$ cat src/rtl/alu_issue.sv
// Issue/capture front end: hands one request at a time to the 4-bit ALU and returns {ah,al} as a tagged response.
// Latency: accept to rsp_valid is ALU_LAT+1 cycles; back-to-back accepts are ALU_LAT+2 cycles apart.
// Backpressure: rsp_ready low holds the response and blocks new requests; req_ready follows rsp_ready only in RESP.
module alu_issue #(
    parameter int ALU_LAT = 1,
    parameter int TAG_W   = 4
) (
    input  logic             clock,
    input  logic             reset,
    input  logic             req_valid,
    output logic             req_ready,
    input  logic [2:0]       req_opcode,
    input  logic [3:0]       req_b,
    input  logic [3:0]       req_c,
    input  logic [TAG_W-1:0] req_tag,
    output logic [2:0]       opcode,
    output logic [3:0]       b,
    output logic [3:0]       c,
    input  logic [3:0]       ah,
    input  logic [3:0]       al,
    output logic             rsp_valid,
    input  logic             rsp_ready,
    output logic [7:0]       rsp_result,
    output logic [2:0]       rsp_opcode,
    output logic [TAG_W-1:0] rsp_tag,
    output logic             busy,
    output logic [7:0]       done_count
);

    typedef enum logic [1:0] {
        S_IDLE = 2'd0,
        S_WAIT = 2'd1,
        S_RESP = 2'd2
    } state_t;

    // Cycles still to wait once in WAIT; the 4-bit counter covers the full 0..15 latency range.
    localparam logic [3:0] LAT_CNT = 4'(ALU_LAT);

    state_t             state_q, state_d;
    logic [3:0]         cnt_q, cnt_d;
    logic [2:0]         opcode_q, opcode_d;
    logic [3:0]         b_q, b_d;
    logic [3:0]         c_q, c_d;
    logic [TAG_W-1:0]   tag_q, tag_d;
    logic [7:0]         rsp_result_q, rsp_result_d;
    logic [2:0]         rsp_opcode_q, rsp_opcode_d;
    logic [TAG_W-1:0]   rsp_tag_q, rsp_tag_d;
    logic [7:0]         done_q, done_d;
    logic               accept;

    // Handshake decode from registered state; rsp_ready is the only input reaching req_ready.
    always_comb begin
        req_ready = (state_q == S_IDLE) || ((state_q == S_RESP) && rsp_ready);
        rsp_valid = (state_q == S_RESP);
        busy      = (state_q != S_IDLE);
        accept    = req_valid && req_ready;
    end

    assign opcode     = opcode_q;
    assign b          = b_q;
    assign c          = c_q;
    assign rsp_result = rsp_result_q;
    assign rsp_opcode = rsp_opcode_q;
    assign rsp_tag    = rsp_tag_q;
    assign done_count = done_q;

    // Next-state: count down the ALU latency, capture the result, then offer it until taken.
    always_comb begin
        state_d      = state_q;
        cnt_d        = cnt_q;
        opcode_d     = opcode_q;
        b_d          = b_q;
        c_d          = c_q;
        tag_d        = tag_q;
        rsp_result_d = rsp_result_q;
        rsp_opcode_d = rsp_opcode_q;
        rsp_tag_d    = rsp_tag_q;
        done_d       = done_q;

        case (state_q)
            S_IDLE: begin
                state_d = S_IDLE;
            end
            S_WAIT: begin
                if (cnt_q == 4'd0) begin
                    rsp_result_d = {ah, al};
                    rsp_opcode_d = opcode_q;
                    rsp_tag_d    = tag_q;
                    state_d      = S_RESP;
                end else begin
                    cnt_d = cnt_q - 4'd1;
                end
            end
            S_RESP: begin
                if (rsp_ready) begin
                    done_d  = done_q + 8'd1;
                    state_d = S_IDLE;
                end
            end
            default: begin
                state_d = S_IDLE;
            end
        endcase

        // Accepting overrides the IDLE return so a waiting request goes straight back to WAIT.
        if (accept) begin
            opcode_d = req_opcode;
            b_d      = req_b;
            c_d      = req_c;
            tag_d    = req_tag;
            cnt_d    = LAT_CNT;
            state_d  = S_WAIT;
        end
    end

    // State register; synchronous reset drops any in-flight operation and clears everything.
    always_ff @(posedge clock) begin
        if (reset) begin
            state_q      <= S_IDLE;
            cnt_q        <= 4'd0;
            opcode_q     <= 3'd0;
            b_q          <= 4'd0;
            c_q          <= 4'd0;
            tag_q        <= '0;
            rsp_result_q <= 8'd0;
            rsp_opcode_q <= 3'd0;
            rsp_tag_q    <= '0;
            done_q       <= 8'd0;
        end else begin
            state_q      <= state_d;
            cnt_q        <= cnt_d;
            opcode_q     <= opcode_d;
            b_q          <= b_d;
            c_q          <= c_d;
            tag_q        <= tag_d;
            rsp_result_q <= rsp_result_d;
            rsp_opcode_q <= rsp_opcode_d;
            rsp_tag_q    <= rsp_tag_d;
            done_q       <= done_d;
        end
    end

endmodule

$ cat config.mk
export PLATFORM = sky130hd
export DESIGN_NAME = alu_issue
export DESIGN_NICKNAME = d
export VERILOG_FILES = /design/src/rtl/alu_issue.sv
export SDC_FILE = /design/constraint.sdc
export NUM_CORES = 1
export LEC_CHECK = 0
export BUFFER_PORTS_ARGS = -buffer_cell sky130_fd_sc_hd__buf_2
export CAP_MARGIN = 5
export CORE_ASPECT_RATIO = 0.8
export CORE_MARGIN = 10
export CORE_UTILIZATION = 53
export CTS_CLUSTER_DIAMETER = 80
export DETAILED_ROUTE_END_ITERATION = 10
export PLACE_DENSITY_LB_ADDON = 0.1
export SLEW_MARGIN = 30
export SYNTH_ARGS = -nofsm -noshare
export SYNTH_HDL_FRONTEND = slang
export SYNTH_SLANG_ARGS = --single-unit
$ cat constraint.sdc
create_clock -name clock -period 2.4 [get_ports clock]
set_input_delay 0 -clock clock [delete_from_list [all_inputs] [get_ports clock]]
set_output_delay 0 -clock clock [all_outputs]
set_load 0.005 [all_outputs]
# ---- Yosys cells after proc, flatten, opt, wreduce, memory -nomap -nowiden
# Cells that the tools add are included.
dict set report totals {
  ff_bits 44
  inputBits 27
  out_inout_bits 37
  wordCells 43
}
dict set report op_classes {
  addsub 2
  n_eq_ne 7
  mux 7
  bitwise_logic 1
  n_reduce_logical 14
}
# operator count
set op_table {}
lappend op_table {{$reduce_and A2 Y1} 6}
lappend op_table {{$add A8 B1 Y8 const B} 1}
lappend op_table {{$logic_not A4 Y1} 1}
lappend op_table {{$mux W1} 4}
lappend op_table {{$mux W2} 2}
lappend op_table {{$ne A2 B2 Y1 const B} 2}
lappend op_table {{$pmux W2 S2} 1}
lappend op_table {{$reduce_bool A2 Y1} 2}
lappend op_table {{$sub A4 B1 Y4 const B} 1}
lappend op_table {{$ne A3 B1 Y1 const B} 1}
lappend op_table {{$ne A3 B3 Y1 const B} 1}
lappend op_table {{$eq A2 B1 Y1 const B} 1}
lappend op_table {{$eq A2 B2 Y1 const B} 1}
lappend op_table {{$logic_and A1 B1 Y1} 2}
lappend op_table {{$logic_not A2 Y1} 1}
lappend op_table {{$ne A2 B1 Y1 const B} 1}
lappend op_table {{$reduce_or A2 Y1} 1}
lappend op_table {{$logic_or A1 B1 Y1} 1}
lappend op_table {{$not A1 Y1} 1}

# ---- Logic depth before layout (Yosys ltp)
# Gate-level depths: netlist (run 1).
dict set report logic_depth {
  ltp_word 6
  mapped_depth 7
  mapped_depth_nobuf 5
}

# ---- Least setup slack after synthesis (run 1)
# No wires, ideal clock.
dict set report synth_timing {
  path_kind {flip-flop to flip-flop}
  startpoint {register cnt_q[1]}
  endpoint {register cnt_q[1]}
  setup_ns 0.103
  arrival_time_ns 1.466
  required_time_ns 2.297
  setup_slack_ns 0.831
  path_stages_with_launch 7
  path_buffers 1
  synth_period_minus_slack_ns 1.569
  path_cell_list {dfxtp_1 > inv_1 > ha_1 > or3b_1 > clkbuf_2 > and3_4 > a2111oi_2}
}
dict set report synth_between {
  elab_chain_cells 3
  word_cells_on_any_way 4
  classes_between {add/sub: 1; bitwise: 1; reduce/logical: 2}
}
# item line
set synth_rtl {}
lappend synth_rtl {{start: declaration} 40} ;# logic [3:0] cnt_q, cnt_d;
lappend synth_rtl {{start signal: assignment} 131} ;# cnt_q <= cnt_d;
lappend synth_rtl {{parallel branches: the longest is 3 deep, another holds $sub A4 B1 Y4} --}
# Parallel ways; which one is timed is not known.
# A chain may end at the register's enable or synchronous reset.

# ---- Worst setup path in the final report (run 1)
# Ends and elaborated chain as after synthesis.

==> load_flow_metrics.sql, run 1 <==
INSERT INTO impl_metrics (metric_group, metric, value, unit) VALUES
('logic_synthesis', 'post-synth-top-area-cell', 'sky130_fd_sc_hd__dfxtp_1', ''),
('setup_path', 'worst_setup_startpoint', 'cnt_q[1]$_SDFFE_PP0P_', ''),
('setup_path', 'timing.critical_path.slowest_cell_delay', '0.58', 'ns'),
('logic_synthesis', 'synth_top_area_share', '46.6', '%'),
('routing', 'detailedRoute.firstIterationViolations', '121', ''),
('setup_path', 'critPathMaxFanout', '18', ''),
('clock_network', 'post-cts-setup-buffer-count', '0', ''),
('clock_network', 'cts_tree', 'built', ''),
('global_routing', 'via_count_of_the_first_global_routing_pass', '1705', ''),
('global_routing', 'grt_start_max_net_pins', '45', ''),
('die', 'chipHeight', '73.4', 'um'),
('routing', 'wl_per_cell', '15.2', 'um'),
('clock_network', 'clock-sinks', '44', ''),
('sta', 'finalHoldViolCount', '0', ''),
('die', 'num_io_pins', '64', ''),
('final_layout', 'sequential_cell_area', '881', 'um2'),
('power_and_ir_drop', 'ir_drop_worst_case_vdd', '0.419', 'mV'),
('routing', 'drcViolationCount', '0', ''),
('setup_path', 'worstPathRequired', '2.60', 'ns'),
('setup_path', 'reg2reg_slack', '0.55', 'ns'),
('setup_path', 'reg2reg_from', 'cnt_q[1]$_SDFFE_PP0P_', ''),
('sta', 'fmax', '0.541', 'GHz'),
('clock_network', 'cts-hold-fix-buffers', '8', ''),
('clock_network', 'clk_path_buf_depth', '2', ''),
('clock_network', 'clkLatencyLatePin', '0.30', 'ns'),
('logic_synthesis', 'syn-num-nets', '243', ''),
('final_layout', 'multiInputGateArea', '913', 'um2'),
('logic_synthesis', 'mappedNetlistArea', '1890', 'um2'),
('global_routing', 'overflow', '0', ''),
('logic_synthesis', 'post_synth.cell_area_avg', '8.83', 'um2'),
('setup_path', 'critPathSlowestCell', 'sky130_fd_sc_hd__or3b_1', ''),
('sta', 'totalNegativeSetupSlack', '0', 'ns'),
('place', 'io_buffer_count', '63', ''),
('sta', 'skew', '0.00757', 'ns'),
('die', 'core_area', '3420', 'um2'),
('setup_path', 'end_kind', 'flop', ''),
('routing', 'via_per_instance_ratio', '5.54', ''),
('final_layout', 'filler_cell_count', '298', ''),
('clock_network', 'clk_root_buffer_cell', 'sky130_fd_sc_hd__clkbuf_8', ''),
('logic_synthesis', 'async_reset_ff_share', '0', '%'),
('die', 'die_area', '6370', 'um2'),
('clock_network', 'h-tree-depth', '2', ''),
('logic_synthesis', 'syn-instance-count', '214', ''),
('die', 'die_w', '86.8', 'um'),
('final_layout', 'post-route-cell-area', '2360', 'um2'),
('final_layout', 'layout.nets', '307', ''),
('logic_synthesis', 'synth-seq-cells', '44', ''),
('final_layout', 'antenna_cells_inserted', '0', ''),
('clock_network', 'post_cts.resized_instances', '0', ''),
('final_layout', 'area.growth.synth_to_final', '25.2', '%'),
('die', 'start_util', '55.2', '%'),
('clock_network', 'number_of_cts_inserted_buffers', '5', ''),
('sta', 'report.final.slew_viol_count', '0', ''),
('outcome', 'outcome', 'complete, no violations', ''),
('global_routing', 'grt_util_overall', '15.5', '%'),
('setup_path', 'worst_path_dominant_cell_family', 'simple AND/OR/NAND/NOR gates', ''),
('sta', 'setup_viol', '0', ''),
('sta', 'final_min_period_over_clock_period', '77.0', '%'),
('logic_synthesis', 'ys.warnings.count', '0', ''),
('sta', 'grt_setup_unrepaired', 'no', ''),
('routing', 'first_pass_iters', '4', ''),
('setup_path', 'r2r.worst_path.cells', '5', ''),
('logic_synthesis', 'synthFlopType', 'sky130_fd_sc_hd__dfxtp_1', ''),
('setup_path', 'worst_setup_path_endpoint', 'cnt_q[1]$_SDFFE_PP0P_', ''),
('setup_path', 'critical_path_arrival', '2.05', 'ns'),
('logic_synthesis', 'synth.cells.most_frequent', 'sky130_fd_sc_hd__dfxtp_1 (44), sky130_fd_sc_hd__a21oi_1 (36), sky130_fd_sc_hd__o21ai_0 (36)', ''),
('place', 'dpl-instance-area', '2210', 'um2'),
('final_layout', 'layout-drive-gt1-share', '30.2', '%'),
('job', 'reported_max_cap_violation_count', '0', ''),
('setup_path', 'setup.worst_path.start_class', 'flop', ''),
('setup_path', 'timing.setup.critical_path_class', 'reg -> reg', '');
## tightest hold or removal path, cell delays in order
cell                      delay (ns)
sky130_fd_sc_hd__buf_2          0.09
sky130_fd_sc_hd__or3b_1         0.14
sky130_fd_sc_hd__a21oi_1        0.05
## cell type report
cell class | instances | share of cell area, %
Clock buffer | 6 | 3.07
Timing Repair Buffer | 75 | 18.0
Clock inverter | 1 | 0.212
Inverter | 4 | 0.635
Multi-Input combinational cell | 148 | 38.6
Sequential cell | 44 | 37.2
Tap cell | 42 | 2.22
## metal layers
layer | wire, um | track usage (%) | part of all wire (%) | up-vias
met5 | 0 | 0 | 0 | -
met4 | 86 | 7.18 | 1.8 | 0
met3 | 496 | 7.85 | 10 | 10
met2 | 2100 | 22.5 | 43 | 63
met1 | 2200 | 18.8 | 45 | 801
li1 | - | - | - | 899
## through the flow
step / worst slack [ns] / utilization [%] / cells / hold slack, ns / power, W
after CTS: 0.547 / 69.1 / 320 / 0.0181 / 0.00146
after detailed placement: 0.570 / 64.5 / 305 / 0.263 / 0.00101
final: 0.552 / 69.1 / 320 / 0.0291 / 0.00145
after global placement: 0.605 / 64.5 / 305 / 0.259 / 0.00101
after floorplan: 0.831 / - / 214 / 0.148 / 0.000937
after global routing: 0.381 / 69.1 / 320 / 0.0393 / 0.00152
## cell families after synthesis
family	share of synthesized area (%)
AO/OA/AOI/OAI	22.4
XOR/XNOR	0.927
AND/OR/NAND/NOR	23.1
multiplexers	0.530
adder cells (fa/ha/maj)	1.32
buffers and inverters	5.03
flip-flops	46.6
## cell usage in the layout (no fill, tap or decap), drive strengths merged, types with 2 or more instances in the layout
cell type	Yosys	final
buf	6	67
nand2	6	6
o31ai	2	2
or2	2	2
or4	4	4
inv	4	4
or3b	16	16
nor2	4	4
clkbuf	12	6
dfxtp	44	44
nand4b	2	2
a211oi	2	2
and2b	2	2
dlygate4sd3	0	8
ha	2	2
nand2b	2	2
nand3	16	16
o21ai	36	36
or3	4	4
a21oi	36	36
xor2	2	2
## worst min-delay path by stage
stage,slack (ns),cells past startpoint,to,start
final,0.03,3,opcode[2]$_SDFFE_PP0P_,req_opcode[2]
after global routing,0.04,3,b[1]$_SDFFE_PP0P_,req_b[1]
after CTS,0.02,3,opcode[2]$_SDFFE_PP0P_,req_opcode[2]
after detailed placement,0.26,3,rsp_result[7]$_SDFFE_PP0P_,ah[3]
after global placement,0.26,3,rsp_result[4]$_SDFFE_PP0P_,ah[0]
after floorplan,0.15,2,rsp_result[0]$_SDFFE_PP0P_,al[0]
## sequential cells by signal, summed over array words and instances (netlist names)
register,cells
rsp_opcode,3
state_q,2
c,4
opcode,3
tag_q,4
rsp_tag,4
cnt_q,4
rsp_result,8
done_count,8
b,4
## power breakdown
part	internal, W	switching, W	leakage [nW]
clock	0.000198	0.000241	0.0410
combinational	0.0000978	0.000124	0.615
sequential	0.000763	0.0000211	0.358
Power figures use the tool's default switching activity.
==> run 2: changes to the inputs <==
--- a/config.mk
+++ b/config.mk
@@ -9,7 +9,7 @@
 export CAP_MARGIN = 5
 export CORE_ASPECT_RATIO = 0.8
 export CORE_MARGIN = 10
-export CORE_UTILIZATION = 53
+export CORE_UTILIZATION = 44
 export CTS_CLUSTER_DIAMETER = 80
 export DETAILED_ROUTE_END_ITERATION = 10
 export PLACE_DENSITY_LB_ADDON = 0.1
==> constraint.sdc (replaced) <==
create_clock -name clock -period 1.5 [get_ports clock]
set_input_delay 0 -clock clock [delete_from_list [all_inputs] [get_ports clock]]
set_output_delay 0 -clock clock [all_outputs]
set_load 0.005 [all_outputs]
==> load_flow_metrics.sql, run 2 (same netlist as run 1, synthesis figures left out) <==
INSERT INTO impl_metrics (metric_group, metric, value, unit) VALUES
('global_routing', 'grt_start_max_net_pins', '27', ''),
('power_and_ir_drop', 'seq_power_share', '48.5', '%'),
('setup_path', 'worst_path_dominant_cell_family', 'simple AND/OR/NAND/NOR gates', ''),
('routing', 'detailedRoute.firstIterationViolations', '93', ''),
('routing', 'total_number_of_vias', '1761', ''),
('die', 'die_area', '7330', 'um2'),
('die', 'num_io_pins', '64', ''),
('clock_network', 'path_clk_slew', '0.08', 'ns'),
('power_and_ir_drop', 'switching_share', '25.7', '%'),
('routing', 'ant_nets', '0', ''),
('place', 'gpl.final_weighted_congestion', '0.807', ''),
('final_layout', 'final_util', '61.2', '%'),
('global_routing', 'grt_first_pass_wirelength', '8.35', 'mm'),
('routing', 'first_pass_iters', '4', ''),
('routing', 'wl_per_cell', '14.3', 'um'),
('global_routing', 'grt_util_overall', '13.5', '%'),
('global_routing', 'overflow', '0', ''),
('final_layout', 'layout-drive-gt1-share', '36.8', '%'),
('setup_path', 'crit_path_cell_trace', 'inv_2 > ha_2 > or3b_4 > buf_12 > o21ai_0 > a21oi_1', ''),
('sta', 'setup_viol', '0', ''),
('routing', 'drt-total-wl', '4.96', 'mm'),
('sta', 'final_min_period_over_clock_period', '96.1', '%'),
('power_and_ir_drop', 'clockPowerShare', '35.0', '%'),
('sta', 'max-slew-margin-rel', '66.5', '%'),
('global_routing', 'initial_antenna_violation_count', '0', ''),
('place', 'dpl-instance-area', '2340', 'um2'),
('die', 'placementRows', '21', ''),
('clock_network', 'clk_root_buffer_cell', 'sky130_fd_sc_hd__clkbuf_8', ''),
('sta', 'fmax', '0.694', 'GHz'),
('final_layout', 'layout_commonest_cell', 'sky130_fd_sc_hd__buf_2', ''),
('power_and_ir_drop', 'internal-power', '0.00193', 'W'),
('setup_path', 'critPathMaxFanout', '17', ''),
('sta', 'grt_setup_unrepaired', 'yes', ''),
('power_and_ir_drop', 'combinationalPowerShare', '16.4', '%'),
('setup_path', 'r2r.worst_path.cells', '6', ''),
('power_and_ir_drop', 'pwr_density_cell', '1010', 'nW/um2'),
('setup_path', 'worst_setup_startpoint', 'cnt_q[0]$_SDFFE_PP0P_', ''),
('sta', 'totalNegativeSetupSlack', '0', 'ns'),
('die', 'chipHeight', '78.6', 'um'),
('place', 'io_buffer_count', '63', ''),
('sta', 'finalHoldViolCount', '0', ''),
('routing', 'via_per_instance_ratio', '5.06', ''),
('sta', 'final.min_clock_period', '1.44', 'ns'),
('die', 'die_w', '93.3', 'um'),
('final_layout', 'post-route-cell-area', '2550', 'um2'),
('setup_path', 'timing.critical_path.slowest_cell_delay', '0.39', 'ns'),
('outcome', 'outcome', 'complete, no violations', ''),
('worst_hold_path', 'hold_depth', '3', ''),
('clock_network', 'clkLatencyLatePin', '0.30', 'ns'),
('sta', 'skew', '0.00608', 'ns'),
('job', 'reported_max_cap_violation_count', '0', ''),
('final_layout', 'final_cells', '348', ''),
('worst_hold_path', 'hold_class', 'in -> reg', ''),
('power_and_ir_drop', 'net-switching-power', '0.000665', 'W'),
('setup_path', 'timing.setup.critical_path_class', 'reg -> reg', ''),
('clock_network', 'post-cts-setup-buffer-count', '0', ''),
('final_layout', 'layout_common_cells', 'sky130_fd_sc_hd__buf_2 (63), sky130_fd_sc_hd__dfxtp_1 (39), sky130_fd_sc_hd__a21oi_1 (36)', ''),
('clock_network', 'number_of_cts_inserted_buffers', '5', ''),
('place', 'placed_cells_incl_taps', '332', ''),
('setup_path', 'worst-path-stages', '6', ''),
('power_and_ir_drop', 'ir_drop_worst_case_vdd', '0.616', 'mV'),
('die', 'start_util', '45.2', '%'),
('setup_path', 'critical_path_arrival', '1.64', 'ns'),
('routing', 'drcViolationCount', '0', ''),
('setup_path', 'critPathSlowestCell', 'sky130_fd_sc_hd__or3b_4', ''),
('setup_path', 'end_kind', 'flop', ''),
('worst_hold_path', 'beginning_of_the_worst_hold_path', 'req_tag[1]', ''),
('final_layout', 'layout.nets', '319', ''),
('clock_network', 'h-tree-depth', '2', ''),
('global_routing', 'via_count_of_the_first_global_routing_pass', '1758', ''),
('die', 'core_area', '4180', 'um2'),
('power_and_ir_drop', 'leakage_power', '1.09', 'nW'),
('setup_path', 'critical_path.n_buffers_inverters', '2', ''),
('final_layout', 'area.growth.synth_to_final', '35.2', '%'),
('final_layout', 'antenna_cells_inserted', '0', ''),
('place', 'post_detail_place_hpwl', '3.59', 'mm'),
('sta', 'report.final.slew_viol_count', '0', ''),
('setup_path', 'worstPathRequired', '1.69', 'ns'),
('setup_path', 'reg2reg_from', 'cnt_q[0]$_SDFFE_PP0P_', ''),
('clock_network', 'clock-sinks', '44', ''),
('clock_network', 'clk_path_buf_depth', '2', ''),
('power_and_ir_drop', 'design_power_total', '0.00259', 'W'),
('sta', 'max_slew.worst_pin.slew', '0.501', 'ns'),
('clock_network', 'cts_tree', 'built', ''),
('setup_path', 'setup.worst_path.start_class', 'flop', '');
## run 2: cell count changes in the layout (fill, tap and decap cells not counted), moves of 5 or more
cell,before,now
sky130_fd_sc_hd__buf_4,4,14
sky130_fd_sc_hd__o21ai_0,36,22
sky130_fd_sc_hd__dfxtp_1,44,39
sky130_fd_sc_hd__o21ai_1,0,14
sky130_fd_sc_hd__dfxtp_2,0,5
## run 2: path summary, 6_finish.rpt
kind | to | slack (ns)
setup / recovery | rsp_result[0]$_SDFFE_PP0P_ | 0.06
setup reg to reg | rsp_result[0]$_SDFFE_PP0P_ | 0.06
hold / removal | tag_q[1]$_SDFFE_PP0P_ | 0.03
hold reg to reg | rsp_tag[3]$_SDFFE_PP0P_ | 0.47
## run 2: worst min-delay path, cell delays in order
cell and delay (ns):
sky130_fd_sc_hd__buf_2 0.09, sky130_fd_sc_hd__or3b_1 0.14, sky130_fd_sc_hd__a21oi_1 0.05
## run 2: metal layers
layer,vias up,GRT usage (%),share of wire (%)
met5,-,0,0
met4,0,3.23,0.81
met3,7,6.56,8.6
met2,45,19.1,41
met1,778,17.8,49
li1,931,-,-
## run 2: final cells by class
| class | instances | area (um2) |
|---|---|---|
| Fill cell | 357 | 1620 |
| Multi-Input combinational cell | 148 | 933 |
| Sequential cell | 44 | 887 |
| Timing Repair Buffer | 87 | 541 |
| Clock buffer | 6 | 72.6 |
| Tap cell | 57 | 71.3 |
| Clock inverter | 2 | 35.0 |
| Inverter | 4 | 15.0 |
## run 2: timing repair
| action | CTS | global route |
|---|---|---|
| gates cloned | 0 | 0 |
| hold buffers | 8 | 0 |
| endpoints found under the hold margin | 8 | 0 |
| pin swaps | 0 | 3 |
| endpoints found under the setup margin | 1 | 22 |
| resized for setup | 1 | 22 |
## run 2: stage by stage
stage	setup slack, ns	hold slack (ns)
after global routing	-0.00373	0.0186
after CTS	0.00508	0.0253
after detailed placement	-0.00294	0.260
final	0.0582	0.0301
after global placement	0.0448	0.257
after floorplan	0.00442	0.148
## run 2: power groups by stage
| stage | combinational, W | sequential (W) | clock, W |
|---|---|---|---|
| 2_1_floorplan | 0.000229 | 0.00128 | 0 |
| 3_3_place_gp | 0.000395 | 0.00128 | 0 |
| 3_5_place_dp | 0.000394 | 0.00128 | 0 |
| 4_1_cts | 0.000416 | 0.00126 | 0.000917 |
| 5_1_grt | 0.000473 | 0.00127 | 0.000978 |
| 6_report | 0.000426 | 0.00126 | 0.000907 |
==> run 3: changes to the inputs <==
--- a/config.mk
+++ b/config.mk
@@ -9,7 +9,7 @@
 export CAP_MARGIN = 5
 export CORE_ASPECT_RATIO = 0.8
 export CORE_MARGIN = 10
-export CORE_UTILIZATION = 44
+export CORE_UTILIZATION = 53
 export CTS_CLUSTER_DIAMETER = 80
 export DETAILED_ROUTE_END_ITERATION = 10
 export PLACE_DENSITY_LB_ADDON = 0.1
==> constraint.sdc (replaced) <==
create_clock -name clock -period 1.7 [get_ports clock]
set_input_delay 0 -clock clock [delete_from_list [all_inputs] [get_ports clock]]
set_output_delay 0 -clock clock [all_outputs]
set_load 0.005 [all_outputs]
==> load_flow_metrics.sql, run 3 (same netlist as run 1, synthesis figures left out) <==
INSERT INTO impl_metrics (metric_group, metric, value, unit) VALUES
('outcome', 'outcome', 'complete, no violations', ''),
('die', 'die_w', '86.8', 'um'),
('power_and_ir_drop', 'combinationalPowerShare', '16.2', '%'),
('clock_network', 'number_of_cts_inserted_buffers', '5', ''),
('worst_hold_path', 'hold_depth', '3', ''),
('power_and_ir_drop', 'net-switching-power', '0.000557', 'W'),
('place', 'gpl.final_weighted_congestion', '0.767', ''),
('sta', 'fmax', '0.627', 'GHz'),
('final_layout', 'layout_common_cells', 'sky130_fd_sc_hd__buf_2 (63), sky130_fd_sc_hd__dfxtp_1 (44), sky130_fd_sc_hd__a21oi_1 (36)', ''),
('die', 'core_area', '3420', 'um2'),
('clock_network', 'clkLatencyLatePin', '0.30', 'ns'),
('setup_path', 'critPathSlowestCell', 'sky130_fd_sc_hd__or3b_1', ''),
('die', 'start_util', '55.2', '%'),
('setup_path', 'reg2reg_slack', '0.11', 'ns'),
('setup_path', 'r2r.worst_path.cells', '6', ''),
('sta', 'grt_setup_unrepaired', 'no', ''),
('global_routing', 'via_count_of_the_first_global_routing_pass', '1701', ''),
('die', 'num_io_pins', '64', ''),
('power_and_ir_drop', 'ir_drop_worst_case_vdd', '0.633', 'mV'),
('place', 'dpl-instance-area', '2270', 'um2'),
('setup_path', 'critical_path_arrival', '1.78', 'ns'),
('clock_network', 'clock-sinks', '44', ''),
('setup_path', 'reg2reg_to', 'rsp_result[3]$_SDFFE_PP0P_', ''),
('sta', 'final.min_clock_period', '1.59', 'ns'),
('global_routing', 'grt_start_max_net_pins', '25', ''),
('die', 'chipHeight', '73.4', 'um'),
('final_layout', 'area.growth.synth_to_final', '29.3', '%'),
('clock_network', 'h-tree-depth', '2', ''),
('final_layout', 'antenna_cells_inserted', '0', ''),
('final_layout', 'final_util', '71.4', '%'),
('setup_path', 'critPathMaxFanout', '17', ''),
('sta', 'totalNegativeSetupSlack', '0', 'ns'),
('final_layout', 'layout_commonest_cell', 'sky130_fd_sc_hd__buf_2', ''),
('global_routing', 'overflow', '0', ''),
('sta', 'skew', '0.00997', 'ns'),
('sta', 'max-slew-margin-rel', '69.7', '%'),
('die', 'die_area', '6370', 'um2'),
('worst_hold_path', 'beginning_of_the_worst_hold_path', 'req_tag[0]', ''),
('clock_network', 'cts_tree', 'built', ''),
('job', 'reported_max_cap_violation_count', '0', ''),
('setup_path', 'timing.critical_path.slowest_cell_delay', '0.39', 'ns'),
('power_and_ir_drop', 'switching_share', '26.2', '%'),
('final_layout', 'layout.nets', '315', ''),
('global_routing', 'initial_antenna_violation_count', '0', ''),
('sta', 'setup_viol', '0', ''),
('place', 'io_buffer_count', '63', ''),
('setup_path', 'end_kind', 'flop', ''),
('clock_network', 'clk_path_buf_depth', '2', ''),
('power_and_ir_drop', 'internal-power', '0.00157', 'W'),
('global_routing', 'grt_first_pass_wirelength', '7.98', 'mm'),
('setup_path', 'timing.setup.critical_path_class', 'reg -> reg', ''),
('power_and_ir_drop', 'seq_power_share', '52.0', '%'),
('setup_path', 'crit_path_cell_trace', 'inv_1 > ha_1 > or3b_1 > buf_4 > o21ai_0 > a21oi_1', ''),
('final_layout', 'layout-drive-gt1-share', '32.8', '%'),
('routing', 'ant_nets', '0', ''),
('worst_hold_path', 'hold_path_end', 'tag_q[0]$_SDFFE_PP0P_', ''),
('sta', 'finalHoldViolCount', '0', ''),
('worst_hold_path', 'hold_class', 'in -> reg', ''),
('global_routing', 'grt_util_overall', '15.3', '%'),
('clock_network', 'path_clk_slew', '0.08', 'ns'),
('die', 'placementRows', '19', ''),
('power_and_ir_drop', 'clockPowerShare', '31.8', '%'),
('routing', 'drt-total-wl', '4.82', 'mm'),
('sta', 'max_slew.worst_pin.slew', '0.454', 'ns'),
('setup_path', 'setup.worst_path.start_class', 'flop', ''),
('routing', 'via_per_instance_ratio', '5.36', ''),
('power_and_ir_drop', 'pwr_density_cell', '870', 'nW/um2'),
('final_layout', 'post-route-cell-area', '2440', 'um2'),
('setup_path', 'reg2reg_from', 'cnt_q[0]$_SDFFE_PP0P_', ''),
('sta', 'final_min_period_over_clock_period', '93.8', '%'),
('routing', 'first_pass_iters', '4', ''),
('sta', 'report.final.slew_viol_count', '0', ''),
('routing', 'detailedRoute.firstIterationViolations', '78', ''),
('routing', 'total_number_of_vias', '1762', ''),
('routing', 'wl_per_cell', '14.7', 'um'),
('power_and_ir_drop', 'design_power_total', '0.00213', 'W'),
('routing', 'drcViolationCount', '0', ''),
('power_and_ir_drop', 'leakage_power', '1.06', 'nW'),
('clock_network', 'clk_root_buffer_cell', 'sky130_fd_sc_hd__clkbuf_8', ''),
('setup_path', 'worstPathRequired', '1.89', 'ns'),
('place', 'post_detail_place_hpwl', '3.49', 'mm');
## run 3: cell types whose count changed in the layout (fill, tap and decap cells not counted), sizes merged
cell	delta
clkbuf	+1
buf	-4
clkinvlp	+1
clkinv	-1
bufinv	-1
## run 3: worst max-delay path by stage
stage / to / slack [ns] / start
after floorplan: cnt_q[1]$_SDFFE_PP0P_ / 0.13 / cnt_q[1]$_SDFFE_PP0P_
after global placement: cnt_q[3]$_SDFFE_PP0P_ / 0.18 / cnt_q[0]$_SDFFE_PP0P_
after detailed placement: rsp_result[3]$_SDFFE_PP0P_ / 0.12 / cnt_q[0]$_SDFFE_PP0P_
after CTS: rsp_result[3]$_SDFFE_PP0P_ / 0.10 / cnt_q[0]$_SDFFE_PP0P_
after global routing: rsp_result[0]$_SDFFE_PP0P_ / 0.009 / cnt_q[0]$_SDFFE_PP0P_
final: rsp_result[3]$_SDFFE_PP0P_ / 0.11 / cnt_q[0]$_SDFFE_PP0P_
## run 3: repair_timing
item,CTS,global route
setup buffers,0,0
endpoints found under the setup margin,0,7
endpoints found under the hold margin,8,0
hold buffers,8,0
gates resized for setup,0,3
## run 3: layer usage
metal  vias to the layer above  global-route usage, %  part of all wire [%]
met5                         -                      0                     0
met1                       789                   18.2                    46
li1                        911                      -                     -
met2                        55                   23.2                    43
met3                         7                   8.51                    10
met4                         0                   4.31                  0.97
## run 3: metrics by stage
step                hold slack [ns]  std cells  setup slack (ns)
finish                       0.0266        329             0.105
global route                 0.0347        329           0.00894
CTS                          0.0171        329             0.101
detailed placement            0.261        313             0.119
global placement              0.258        313             0.179
floorplan                     0.148        214             0.131
## run 3: area by class of cell
class | instances | area [um2]
Multi-Input combinational cell | 148 | 916
Clock inverter | 1 | 7.51
Fill cell | 301 | 980
Tap cell | 42 | 52.6
Inverter | 4 | 15.0
Timing Repair Buffer | 83 | 485
Sequential cell | 44 | 881
Clock buffer | 7 | 86.3
## run 3: worst max-delay path, delay by kind of cell (launching register included)
family,cells,cell delay (ns)
compound gates,2,0.31
fa+ha+maj,1,0.18
buf+inv,2,0.29
flops,1,0.32
simple gates,1,0.39
## run 3: power groups by stage
stage	logic (W)	registers, W	clock network, W
2_1_floorplan	0.000194	0.00113	0
3_3_place_gp	0.000326	0.00113	0
3_5_place_dp	0.000329	0.00113	0
4_1_cts	0.000343	0.00111	0.000696
5_1_grt	0.000387	0.00111	0.000737
6_report	0.000344	0.00111	0.000676
